File: config.mk
export PLATFORM = sky130hd
export DESIGN_NAME = rtc_apb_mt
export DESIGN_NICKNAME = d
export VERILOG_FILES = /design/src/rtl/rtc_apb_mt.sv
export SDC_FILE = /design/constraint.sdc
export NUM_CORES = 1
export LEC_CHECK = 0
export CAP_MARGIN = 40
export CORE_MARGIN = 3
export CORE_UTILIZATION = 50
export CTS_CLUSTER_SIZE = 10
export DETAILED_ROUTE_END_ITERATION = 7
export PLACE_DENSITY = 0.75
export SLEW_MARGIN = 20
export SYNTH_ARGS = -nofsm -noshare
export SYNTH_HDL_FRONTEND = slang
export SYNTH_SLANG_ARGS = --single-unit
File: constraint.sdc
create_clock -name pclk -period 4.2 [get_ports pclk]
set_input_delay 1.26 -clock pclk [delete_from_list [all_inputs] [get_ports pclk]]
set_output_delay 1.26 -clock pclk [all_outputs]
set_load 0.02 [all_outputs]
File: src/rtl/rtc_apb_mt.sv
// rtc_apb_mt: APB3 RTC (prescaler, time-of-day with masked alarm, N second timers); zero-wait, pready=1.
// Write commits in the access-phase edge, irq_o one cycle behind EVT; optional pslverr under RTC_APB_PSLVERR_EN.
module rtc_apb_mt #(
  parameter int                 APB_ADDR_W = 12,
  parameter int                 N_TIMERS   = 2,
  parameter int                 TIMER_W    = 17,
  parameter int                 PRESC_W    = 16,
  parameter logic [PRESC_W-1:0] PRESC_RST  = 16'd32767
) (
  input  logic                  pclk,
  input  logic                  prst,
  input  logic                  psel,
  input  logic                  penable,
  input  logic                  pwrite,
  input  logic [APB_ADDR_W-1:0] paddr,
  input  logic [31:0]           pwdata,
  output logic [31:0]           prdata,
  output logic                  pready,
  output logic                  pslverr,
  output logic                  irq_o,
  output logic                  sec_tick_o,
  output logic                  day_tick_o
);

  typedef struct packed {
    logic [4:0] hour;
    logic [5:0] min;
    logic [5:0] sec;
  } tod_t;

  localparam int EW = N_TIMERS + 1;

  logic               rtc_en;
  logic [PRESC_W-1:0] presc, pcnt;
  tod_t               tod, al_tod, tod_inc, tod_nxt, tod_wr;
  logic               al_en;
  logic [2:0]         al_mask;
  logic [EW-1:0]      evt, irq_en;
  logic               t_en [N_TIMERS];
  logic               t_rt [N_TIMERS];
  logic [TIMER_W-1:0] t_cmp [N_TIMERS];
  logic [TIMER_W-1:0] t_val [N_TIMERS];
  logic [TIMER_W:0]   t_top [N_TIMERS];
  logic [N_TIMERS-1:0] t_hit, wr_tctrl;

  logic [5:0]  off;
  logic        acc, mapped, is_tval, bad, wr_ok;
  logic        wr_ctrl, wr_presc, wr_time, wr_alarm, wr_evt, wr_irqen;
  logic        tick, tod_wrap, tod_chg, day_hit, al_hit;
  logic [31:0] rd;
  logic        unused_bits;

  assign unused_bits = ^{paddr[APB_ADDR_W-1:8], pwdata};
  assign pready      = 1'b1;
  assign off         = paddr[7:2];
  assign acc         = psel & penable;

  always_comb begin
    mapped  = (off <= 6'd5);
    is_tval = 1'b0;
    for (int i = 0; i < N_TIMERS; i++) begin
      if (off == 6'(8 + 2*i)) mapped = 1'b1;
      if (off == 6'(9 + 2*i)) begin
        mapped  = 1'b1;
        is_tval = 1'b1;
      end
    end
  end

  // Errored accesses (or silently ignored ones) never reach any register.
  assign bad      = ~mapped | (pwrite & is_tval) | (paddr[1:0] != 2'b00);
  assign wr_ok    = acc & pwrite & ~bad;
  assign wr_ctrl  = wr_ok & (off == 6'd0);
  assign wr_presc = wr_ok & (off == 6'd1);
  assign wr_time  = wr_ok & (off == 6'd2);
  assign wr_alarm = wr_ok & (off == 6'd3);
  assign wr_evt   = wr_ok & (off == 6'd4);
  assign wr_irqen = wr_ok & (off == 6'd5);

`ifdef RTC_APB_PSLVERR_EN
  assign pslverr = acc & bad;
`else
  assign pslverr = 1'b0;
`endif

  assign tick = rtc_en & (pcnt == presc);

  assign tod_wr.hour = (pwdata[20:16] > 5'd23) ? 5'd23 : pwdata[20:16];
  assign tod_wr.min  = (pwdata[13:8]  > 6'd59) ? 6'd59 : pwdata[13:8];
  assign tod_wr.sec  = (pwdata[5:0]   > 6'd59) ? 6'd59 : pwdata[5:0];

  always_comb begin
    tod_inc  = tod;
    tod_wrap = 1'b0;
    if (tod.sec == 6'd59) begin
      tod_inc.sec = '0;
      if (tod.min == 6'd59) begin
        tod_inc.min = '0;
        if (tod.hour == 5'd23) begin
          tod_inc.hour = '0;
          tod_wrap     = 1'b1;
        end else begin
          tod_inc.hour = tod.hour + 5'd1;
        end
      end else begin
        tod_inc.min = tod.min + 6'd1;
      end
    end else begin
      tod_inc.sec = tod.sec + 6'd1;
    end
  end

  // A TIME write overrides a coincident tick, so that tick never advances the clock.
  assign tod_nxt = wr_time ? tod_wr : (tick ? tod_inc : tod);
  assign tod_chg = wr_time | tick;
  assign day_hit = tick & ~wr_time & tod_wrap;

  assign al_hit = tod_chg & al_en & (|al_mask)
                & (~al_mask[2] | (tod_nxt.hour == al_tod.hour))
                & (~al_mask[1] | (tod_nxt.min  == al_tod.min))
                & (~al_mask[0] | (tod_nxt.sec  == al_tod.sec));

  // cmp == 0 is treated as 2^TIMER_W so the counter runs its full range.
  always_comb begin
    for (int i = 0; i < N_TIMERS; i++) begin
      wr_tctrl[i] = wr_ok & (off == 6'(8 + 2*i));
      t_top[i]    = (t_cmp[i] == '0) ? {1'b1, {TIMER_W{1'b0}}} : {1'b0, t_cmp[i]};
      t_hit[i]    = tick & t_en[i] & ~wr_tctrl[i]
                  & (({1'b0, t_val[i]} + 1'b1) == t_top[i]);
    end
  end

  always_ff @(posedge pclk) begin
    if (prst) begin
      rtc_en     <= 1'b0;
      presc      <= PRESC_RST;
      pcnt       <= '0;
      tod        <= '0;
      al_en      <= 1'b0;
      al_mask    <= '0;
      al_tod     <= '0;
      evt        <= '0;
      irq_en     <= '0;
      irq_o      <= 1'b0;
      sec_tick_o <= 1'b0;
      day_tick_o <= 1'b0;
      for (int i = 0; i < N_TIMERS; i++) begin
        t_en[i]  <= 1'b0;
        t_rt[i]  <= 1'b0;
        t_cmp[i] <= '0;
        t_val[i] <= '0;
      end
    end else begin
      if (wr_ctrl)  rtc_en <= pwdata[0];
      if (wr_presc) presc  <= pwdata[PRESC_W-1:0];
      if (wr_presc | wr_time | tick) pcnt <= '0;
      else if (rtc_en)               pcnt <= pcnt + 1'b1;
      sec_tick_o <= tick;
      day_tick_o <= day_hit;
      tod        <= tod_nxt;
      if (wr_alarm) begin
        al_en       <= pwdata[31];
        al_mask     <= pwdata[26:24];
        al_tod.hour <= pwdata[20:16];
        al_tod.min  <= pwdata[13:8];
        al_tod.sec  <= pwdata[5:0];
      end
      if (wr_irqen) irq_en <= pwdata[EW-1:0];
      // Hardware set is OR-ed in after the w1c mask, so a coincident set survives.
      evt   <= (evt & ~(wr_evt ? pwdata[EW-1:0] : {EW{1'b0}})) | {t_hit, al_hit};
      irq_o <= |(evt & irq_en);
      for (int i = 0; i < N_TIMERS; i++) begin
        if (wr_tctrl[i]) begin
          t_en[i]  <= pwdata[31];
          t_rt[i]  <= pwdata[30];
          t_cmp[i] <= pwdata[TIMER_W-1:0];
          t_val[i] <= '0;
        end else if (tick & t_en[i]) begin
          if (t_hit[i]) begin
            if (t_rt[i]) begin
              t_val[i] <= '0;
            end else begin
              t_val[i] <= t_cmp[i];
              t_en[i]  <= 1'b0;
            end
          end else begin
            t_val[i] <= t_val[i] + 1'b1;
          end
        end
      end
    end
  end

  always_comb begin
    rd = '0;
    case (off)
      6'd0: rd[0] = rtc_en;
      6'd1: rd[PRESC_W-1:0] = presc;
      6'd2: rd = {11'b0, tod.hour, 2'b0, tod.min, 2'b0, tod.sec};
      6'd3: rd = {al_en, 4'b0, al_mask, 3'b0, al_tod.hour, 2'b0, al_tod.min, 2'b0, al_tod.sec};
      6'd4: rd[EW-1:0] = evt;
      6'd5: rd[EW-1:0] = irq_en;
      default: ;
    endcase
    for (int i = 0; i < N_TIMERS; i++) begin
      if (off == 6'(8 + 2*i)) begin
        rd[31]          = t_en[i];
        rd[30]          = t_rt[i];
        rd[TIMER_W-1:0] = t_cmp[i];
      end else if (off == 6'(9 + 2*i)) begin
        rd[TIMER_W-1:0] = t_val[i];
      end
    end
  end

  assign prdata = (acc & ~pwrite & ~bad) ? rd : 32'h0;

endmodule

# Word level (Yosys, flattened, before mapping)
# Memory sizes are Yosys's and may differ from the RTL's.
# Index checks and enable logic that the tools add are counted.
# op_classes
add_sub_neg,8
magnitude_cmp,4
eq_ne,18
mux,91
bitwise_logic,65
n_reduce_logical,7
# op_table
cell,count
2-to-1 mux 17 bit,16
2-to-1 mux 1 bit,57
case mux 13 bit (3 select lines),1
"adder 17 x 1 -> 18 bit, second input constant",2
equality test 18 bit,2
2-to-1 mux 18 bit,2
"adder 17 x 1 -> 17 bit, second input constant",2
logical NOT 17 bit,2
2-to-1 mux 32 bit,1
case mux 16 bit (2 select lines),1
AND 1 bit,28
"equality test 6 x 4 -> 1 bit, second input constant",4
2-to-1 mux 6 bit,4
bitwise OR 1 bit,24
"adder 16 x 1 -> 16 bit, second input constant",1
equality test 16 bit,1
2-to-1 mux 5 bit,3
"adder 6 x 1 -> 6 bit, second input constant",2
"equality test 6 x 2 -> 1 bit, second input constant",2
"equality test 6 x 3 -> 1 bit, second input constant",2
equality test 6 bit,2
"equality test 6 bit, second input constant",2
"greater-than comparator 6 bit, second input constant",2
2-to-1 mux 11 bit,1
other kinds (18),29
# word_totals
regBits,80
ram_bits,72
word_cells,213
memories,4
# mem_list
memory,depth,word_bits,read_ports,rd_ports_with_merged_regs,wr,line_no,source
t_cmp,2,17,2,0,2,41,logic [TIMER_W-1:0] t_cmp [N_TIMERS];
t_val,2,17,2,0,2,42,logic [TIMER_W-1:0] t_val [N_TIMERS];
t_en,2,1,2,0,2,39,logic t_en [N_TIMERS];
t_rt,2,1,2,0,2,40,logic t_rt [N_TIMERS];

# Depth between registers and ports, before layout
# Gate-level depths: netlist (run 1).
# logic_depth
depth_word,22
depth_mapped,11

# Worst setup path before layout (run 1)
# OpenSTA, ideal clock, no wires.
# synth_timing
path_kind,input -> output
start,input port paddr[3]
end,output port prdata[16]
arrival_time_ns,2.997
t_required_ns,2.940
path_slack_ns,-0.057
path_stages,6
path_buffers,3
cell_sequence,clkbuf_1 > buf_1 > clkbuf_1 > a21oi_1 > a21o_1 > a211oi_1
# synth_via
elab_chain_len,11
elab_cells_between_ends,25
classes_between,order compare: 1; eq/ne: 6; mux: 12; bitwise: 6
# synth_rtl
item,line_no,source
"start, declared",15,"input logic [APB_ADDR_W-1:0] paddr,"
less-or-equal comparator 6 x 3 -> 1 bit / equality test 6 x 4 -> 1 bit (equally long branches),"59, 62, 206",
2-to-1 mux 1 bit,62,if (off == 6'(8 + 2*i)) mapped = 1'b1;
2-to-1 mux 1 bit,63,if (off == 6'(9 + 2*i)) begin
2-to-1 mux 1 bit,62,
2-to-1 mux 1 bit,63,
NOT 1 bit,71,assign bad = ~mapped | (pwrite & is_tval) | (paddr[1:0] != 2'b00);
bitwise OR 1 bit (2 in series),71,
NOT 1 bit,216,assign prdata = (acc & ~pwrite & ~bad) ? rd : 32'h0;
AND 1 bit,216,
2-to-1 mux 32 bit (*),216,
"end, declared",17,"output logic [31:0] prdata,"
# Mark *: on every way between the ends. The rest lies on a longest branch, timed or not.

# Worst setup path in the final report (run 1)
# layout_timing
start,input port paddr[5]
end,output port prdata[30]
# The elaborated chain is that of the path after synthesis.

==> impl_metrics.tcl, run 1 <==
set metrics [dict create \
    synth_cells 1129 \
    die_w_um 146.5 \
    ys_ff_latch 152 \
    drt_iter0_drc 997 \
    dp_hpwl_mm 24.04 \
    cts_tree "done" \
    nets 1294 \
    synthMuxAreaShare_pct 8.061 \
    synth-simple-area-share_pct 23.85 \
    vdd_ir_drop_max_uv 272.1 \
    worst_slew_pin_slew_ps 709.8 \
    antenna_found_initial 0 \
    cts-hold-fix-buffers 0 \
    maxSlewViolCount 0 \
    fp.dieH_um 146.5 \
    synth_commonest_cells "nor2_1, nand2_1, dfxtp_1" \
    synth_edf_count 71 \
    critPathCaptureType "output port" \
    start_util_pct 51.91 \
    grt_first_pass_wirelength_mm 51.48 \
    wl_per_cell_um 21.79 \
    pin_count 86 \
    synth_compound_area_share_pct 14.01 \
    synth_flop_cell "dfxtp_1" \
    hold_viol_final 0 \
    drt_wl_total_mm 32.95 \
    drtAntennaViolNets 0 \
    core_area_um2 19020 \
    synth-xor-area-share_pct 11.00 \
    avgSynthCellArea_um2 8.744 \
    whs_ps 480.6 \
    worstPathArrival_ps 2910 \
    netlist_area_um2 9872 \
    clkLatencyLatePin_ps 440 \
    hp-class "flop to flop" \
    yosysSeqAreaShare_pct 38.02 \
    utilization_pct 63.76 \
    grt_max_degree 52 \
    ys_warn_count 0 \
    synthAdderAreaFrac_pct 0.7605 \
    p_per_area_nw_per_um2 290.4 \
    start_kind "input pin" \
    fin_crit_sh_pct 99.36 \
    area_growth_pct 22.83 \
    finalSetupTns_ps 0 \
    p_leak_nw 4.195 \
    yosys.area.top_type_share_pct 21.60 \
    yosysMostFrequentCell "nor2_1" \
    vias 9478 \
    critPathKind "input pin to output port" \
    timing.slew.headroom_pct 52.32 \
    yosysTopAreaCell "edfxtp_1" \
    cts.path.max_buffers 2 \
    dp_cells 1472 \
    status "finished, final reports clean" \
    cts_buffers 17 \
    synth_top_family_by_area "simple AND/OR/NAND/NOR gates" \
    drive_gt1_share_pct 18.45 \
    h-tree-depth 4 \
    finalClockSkew_ps 13.81 \
    io_buffers 67 \
    nFillCells 1607 \
    async_flop_share_pct 0 \
    timing.fmax_mhz 239.6 \
    grt_use_total_pct 30.34 \
    maxCapViolCount 0 \
    clock_sinks 152 \
    rows 50 \
    finalNonFillerCells 1512 \
    first_pass_iters 7 \
    setup-violations-final 0 \
    first_global_vias 8923 \
    die-area_um2 21470 \
    synth.distinct_cells 69 \
    place_congestion 1.034 \
    drc 0 \
    grt_overflow_total 0 \
    period_needed_ps 4173 \
    total_power_w 0.003522 \
    netlist_top_cells_area "edfxtp_1, dfxtp_1, xor2_1" \
    clk_pin_slew_ps 60 \
    crit_fanout 5 \
    antennaDiodeCount 0 \
    root_buffer "clkbuf_16" \
    via_per_inst 6.269 \
    cp.required_ps 2940 \
]
[cell type report]
| cell class | count | area, um^2 | share of cell area [%] |
|---|---|---|---|
| multi-input combinational | 885 | 5911 | 48.75 |
| sequential | 152 | 3754 | 30.96 |
| timing repair buffer | 163 | 1458 | 12.02 |
| clock buffer | 24 | 548.0 | 4.520 |
| tap | 260 | 325.3 | 2.683 |
| inverter | 20 | 75.07 | 0.6191 |
| clock inverter | 8 | 55.05 | 0.4540 |
[sequential cells by signal, indices dropped and copies added (netlist names), 3 cells and up]
name	cells
al_mask	3
al_tod	17
evt	3
irq_en	3
pcnt	16
presc	16
t_cmp	34
t_val	34
tod	17
[through the flow]
stage	setup slack [ps]	cell area (um^2)
5_1_grt	-19.96	12130
3_3_place_gp	-830.4	11350
2_1_floorplan	54.41	9911
6_report	26.96	12130
4_1_cts	4.792	12050
3_5_place_dp	-840.9	11350
[power by group]
| part | switching, W | total (W) | internal (W) | leakage (nW) |
|---|---|---|---|---|
| registers | 0.0000536 | 0.00163 | 0.00158 | 1.36 |
| clock network | 0.000645 | 0.00156 | 0.000916 | 0.300 |
| logic | 0.000181 | 0.000330 | 0.000149 | 2.54 |
[path summary, 6_finish.rpt]
kind,start,end,slack [ps],cells past startpoint
worst max-delay path,paddr[5],prdata[30],30,7
worst min-delay path,al_mask[0],al_mask[0],480,2
worst max register to register,t_val[1][3],t_val[1][0],510,9
worst min register to register,al_mask[0],al_mask[0],480,2
[cell usage in the layout (no fill, tap or decap), drive strengths merged, types with 15 or more instances in the layout]
cell type      instances
nor3                  30
a21oi                 73
a31oi                 15
nor4                  28
xnor2                 59
clkdlybuf4s50         32
nor2b                 17
nor2                 118
clkbuf                27
mux2                  18
xor2                  65
buf                  123
a22oi                 19
and2                  32
dfxtp                 81
edfxtp                71
mux2i                 39
and3                  15
nand3                 53
nand4                 27
o21ai                 22
o2bb2ai               16
a211oi                21
nand2                117
inv                   21
[kinds of logic after synthesis]
group,count (synthesis)
fa+ha+maj,6
simple gates,472
mux,66
buf+inv,98
flops,152
compound gates,209
xor+xnor,124
other cells,2
[metal layers]
| metal | up-vias | global-route usage, % | wire [um] |
|---|---|---|---|
| met5 | - | 0 | 0 |
| met4 | 0 | 10.16 | 1015 |
| met3 | 87 | 5.059 | 2940 |
| met2 | 540 | 47.19 | 15030 |
| met1 | 4543 | 43.14 | 13960 |
| li1 | 4308 | - | - |
[worst max-delay path, cell delays in order]
cell and delay [ps]:
dlygate4sd2_1 250, buf_6 130, o21ai_0 350, nand3b_1 250
buf_6 210, nor4_4 270, buf_4 190
[repair_timing]
item | 4_1_cts | 5_1_grt
cloned | 1 | 0
gates resized for setup | 149 | 29
endpoints found under the setup margin | 26 | 26
pin swaps | 8 | 5
setup buffers | 5 | 2
(Power assumes the default switching activity.)
==> run 2, diff against run 1 <==
- GPL_ROUTABILITY_DRIVEN: default -> 0
==> run 2 against run 1 <==
Net effect: first-iteration DRC count grew 4.7%; routed wire length down 1.7%; setup slack got worse by 14 ps; final area fell by 0.24%; cell count shrank 0.13%; sequential share of layout area up 0.074 points; power down 1.6%.
==> impl_metrics.tcl, run 2 (synthesis gave the netlist of run 1 again) <==
set metrics [dict create \
    status "finished, final reports clean" \
    fin_crit_sh_pct 99.69 \
    finalClockSkew_ps 9.380 \
    start_util_pct 51.91 \
    grt_overflow_total 0 \
    critPathCaptureType "output port" \
    power_frac_comb_pct 9.4 \
    p_sw_w 0.0009149 \
    timing.fmax_mhz 238.8 \
    clock_sinks 152 \
    io_buffers 67 \
    highest_layer "met4" \
    cp.required_ps 2940 \
    rows 50 \
    cts-hold-fix-buffers 0 \
    mostFrequentLayoutCells "nand2_1, nor2_1, buf_4" \
    setup-violations-final 0 \
    wl_met3_mm 3.251 \
    finalNonFillerCells 1510 \
    p_leak_nw 4.141 \
    core_area_um2 19020 \
    root_buffer "clkbuf_16" \
    p_per_area_nw_per_um2 286.6 \
    rsz0062_at_grt "true" \
    crit_fanout 7 \
    h-tree-depth 4 \
    die_w_um 146.5 \
    vdd_ir_drop_max_uv 269.1 \
    finalSetupTns_ps 0 \
    maxCapViolCount 0 \
    start_kind "input pin" \
    maxSlewViolCount 0 \
    clk_pin_slew_ps 60 \
    drt_iter0_drc 1044 \
    worstPathArrival_ps 2930 \
    first_pass_iters 7 \
    hp-class "flop to flop" \
    cp-endpoint "prdata[0]" \
    worst_slew_pin_slew_ps 625.7 \
    antenna_found_initial 0 \
    vias 9561 \
    reg2reg_depth 10 \
    startpoint "paddr[1]" \
    dr_wl_met2_mm 14.72 \
    via_per_inst 6.332 \
    period_needed_ps 4187 \
    drt-met1-wl_mm 13.28 \
    nets 1292 \
    cts_tree "done" \
    drt_wl_total_mm 32.38 \
    drive_gt1_share_pct 18.32 \
    die-area_um2 21470 \
    power_frac_clock_pct 43.5 \
    final_common_cell "nand2_1" \
    power_frac_seq_pct 47.0 \
    pin_count 86 \
    antennaDiodeCount 0 \
    drc 0 \
    reg_top3 "t_cmp: 34 flops, t_val: 34 flops" \
    dp_hpwl_mm 23.60 \
    r2r-start "t_val[1][0]" \
    drtAntennaViolNets 0 \
    cts.path.max_buffers 2 \
    sw_frac_of_total_pct 26.39 \
    grt_max_degree 52 \
    hold_viol_final 0 \
    area_growth_pct 22.53 \
    critPathKind "input pin to output port" \
    first_global_vias 9183 \
    timing.slew.headroom_pct 58.29 \
    grt_use_total_pct 29.73 \
    fp.dieH_um 146.5 \
    clkLatencyLatePin_ps 440 \
    r2r-end "t_val[1][1]" \
    wl_per_cell_um 21.44 \
    cts_buffers 17 \
    grt_first_pass_wirelength_mm 50.83 \
    internal-power_w 0.002552 \
    dp_cells 1472 \
    reg2reg_slack_ps 670 \
]
run 2: cell types whose count changed in the layout (fill, tap and decap cells not counted), moves of 2 or more:
cell,change
nor2_1,-6
buf_6,-5
nor2_2,+7
buf_2,-7
inv_8,+2
clkinv_2,-2
a21oi_2,-3
clkbuf_2,-4
clkdlybuf4s15_1,-2
clkdlybuf4s15_2,+4
a21oi_1,+3
inv_6,+4
buf_4,+10
clkbuf_16,-4
run 2: power by group through the flow:
| stage | clock [W] | combinational [W] | sequential (W) |
|---|---|---|---|
| floorplan | 0 | 0.000177 | 0.00163 |
| global placement | 0 | 0.000304 | 0.00166 |
| detailed placement | 0 | 0.000307 | 0.00166 |
| CTS | 0.00151 | 0.000315 | 0.00163 |
| global route | 0.00158 | 0.000346 | 0.00163 |
| finish | 0.00151 | 0.000326 | 0.00163 |
run 2: worst min path at each step:
stage          startpoint          to  slack, ps  cells past startpoint
6_report            al_en       al_en        480                      2
5_1_grt        al_mask[0]  al_mask[0]        500                      2
4_1_cts             al_en       al_en        480                      2
3_5_place_dp        al_en       al_en        470                      2
3_3_place_gp        al_en       al_en        470                      2
2_1_floorplan  al_mask[0]  al_mask[0]        450                      2
run 2: repair_timing:
| item | 4_1_cts | 5_1_grt |
|---|---|---|
| endpoints found under the setup margin | 26 | 21 |
| pin swaps | 7 | 5 |
| setup buffers | 4 | 0 |
| resized for setup | 145 | 35 |
| cloned | 1 | 0 |
run 2: cell type report:
type | instances | area [um^2]
Clock buffer | 17 | 425.4
Fill cell | 1598 | 6922
Sequential cell | 152 | 3754
Multi-Input combinational cell | 885 | 5914
Timing Repair Buffer | 161 | 1460
Tap cell | 260 | 325.3
Clock inverter | 15 | 142.6
Inverter | 20 | 75.07
run 2: through the flow:
step / setup WS [ps] / util, % / total power [W] / hold slack, ps / cell area (um^2)
after floorplan: 54.41 / - / 0.001811 / 446.4 / 9911
after global routing: -23.60 / 63.61 / 0.003559 / 500.4 / 12100
after global placement: -814.0 / 59.64 / 0.001961 / 465.1 / 11340
after CTS: 9.079 / 62.96 / 0.003450 / 479.2 / 11970
after detailed placement: -838.5 / 59.64 / 0.001965 / 470.3 / 11340
final: 12.97 / 63.61 / 0.003467 / 482.4 / 12100
run 2: metal layers:
metal | vias up | track usage, %
met5 | - | 0
met2 | 576 | 45.98
met3 | 99 | 6.642
met4 | 0 | 11.52
met1 | 4590 | 40.80
li1 | 4296 | -
run 2: worst max-delay path, cell delays in order:
cell	delay [ps]
dlygate4sd2_1	260
nor4_4	260
buf_4	160
and3_4	180
nand3b_1	160
buf_6	200
a211oi_2	250
buf_4	190
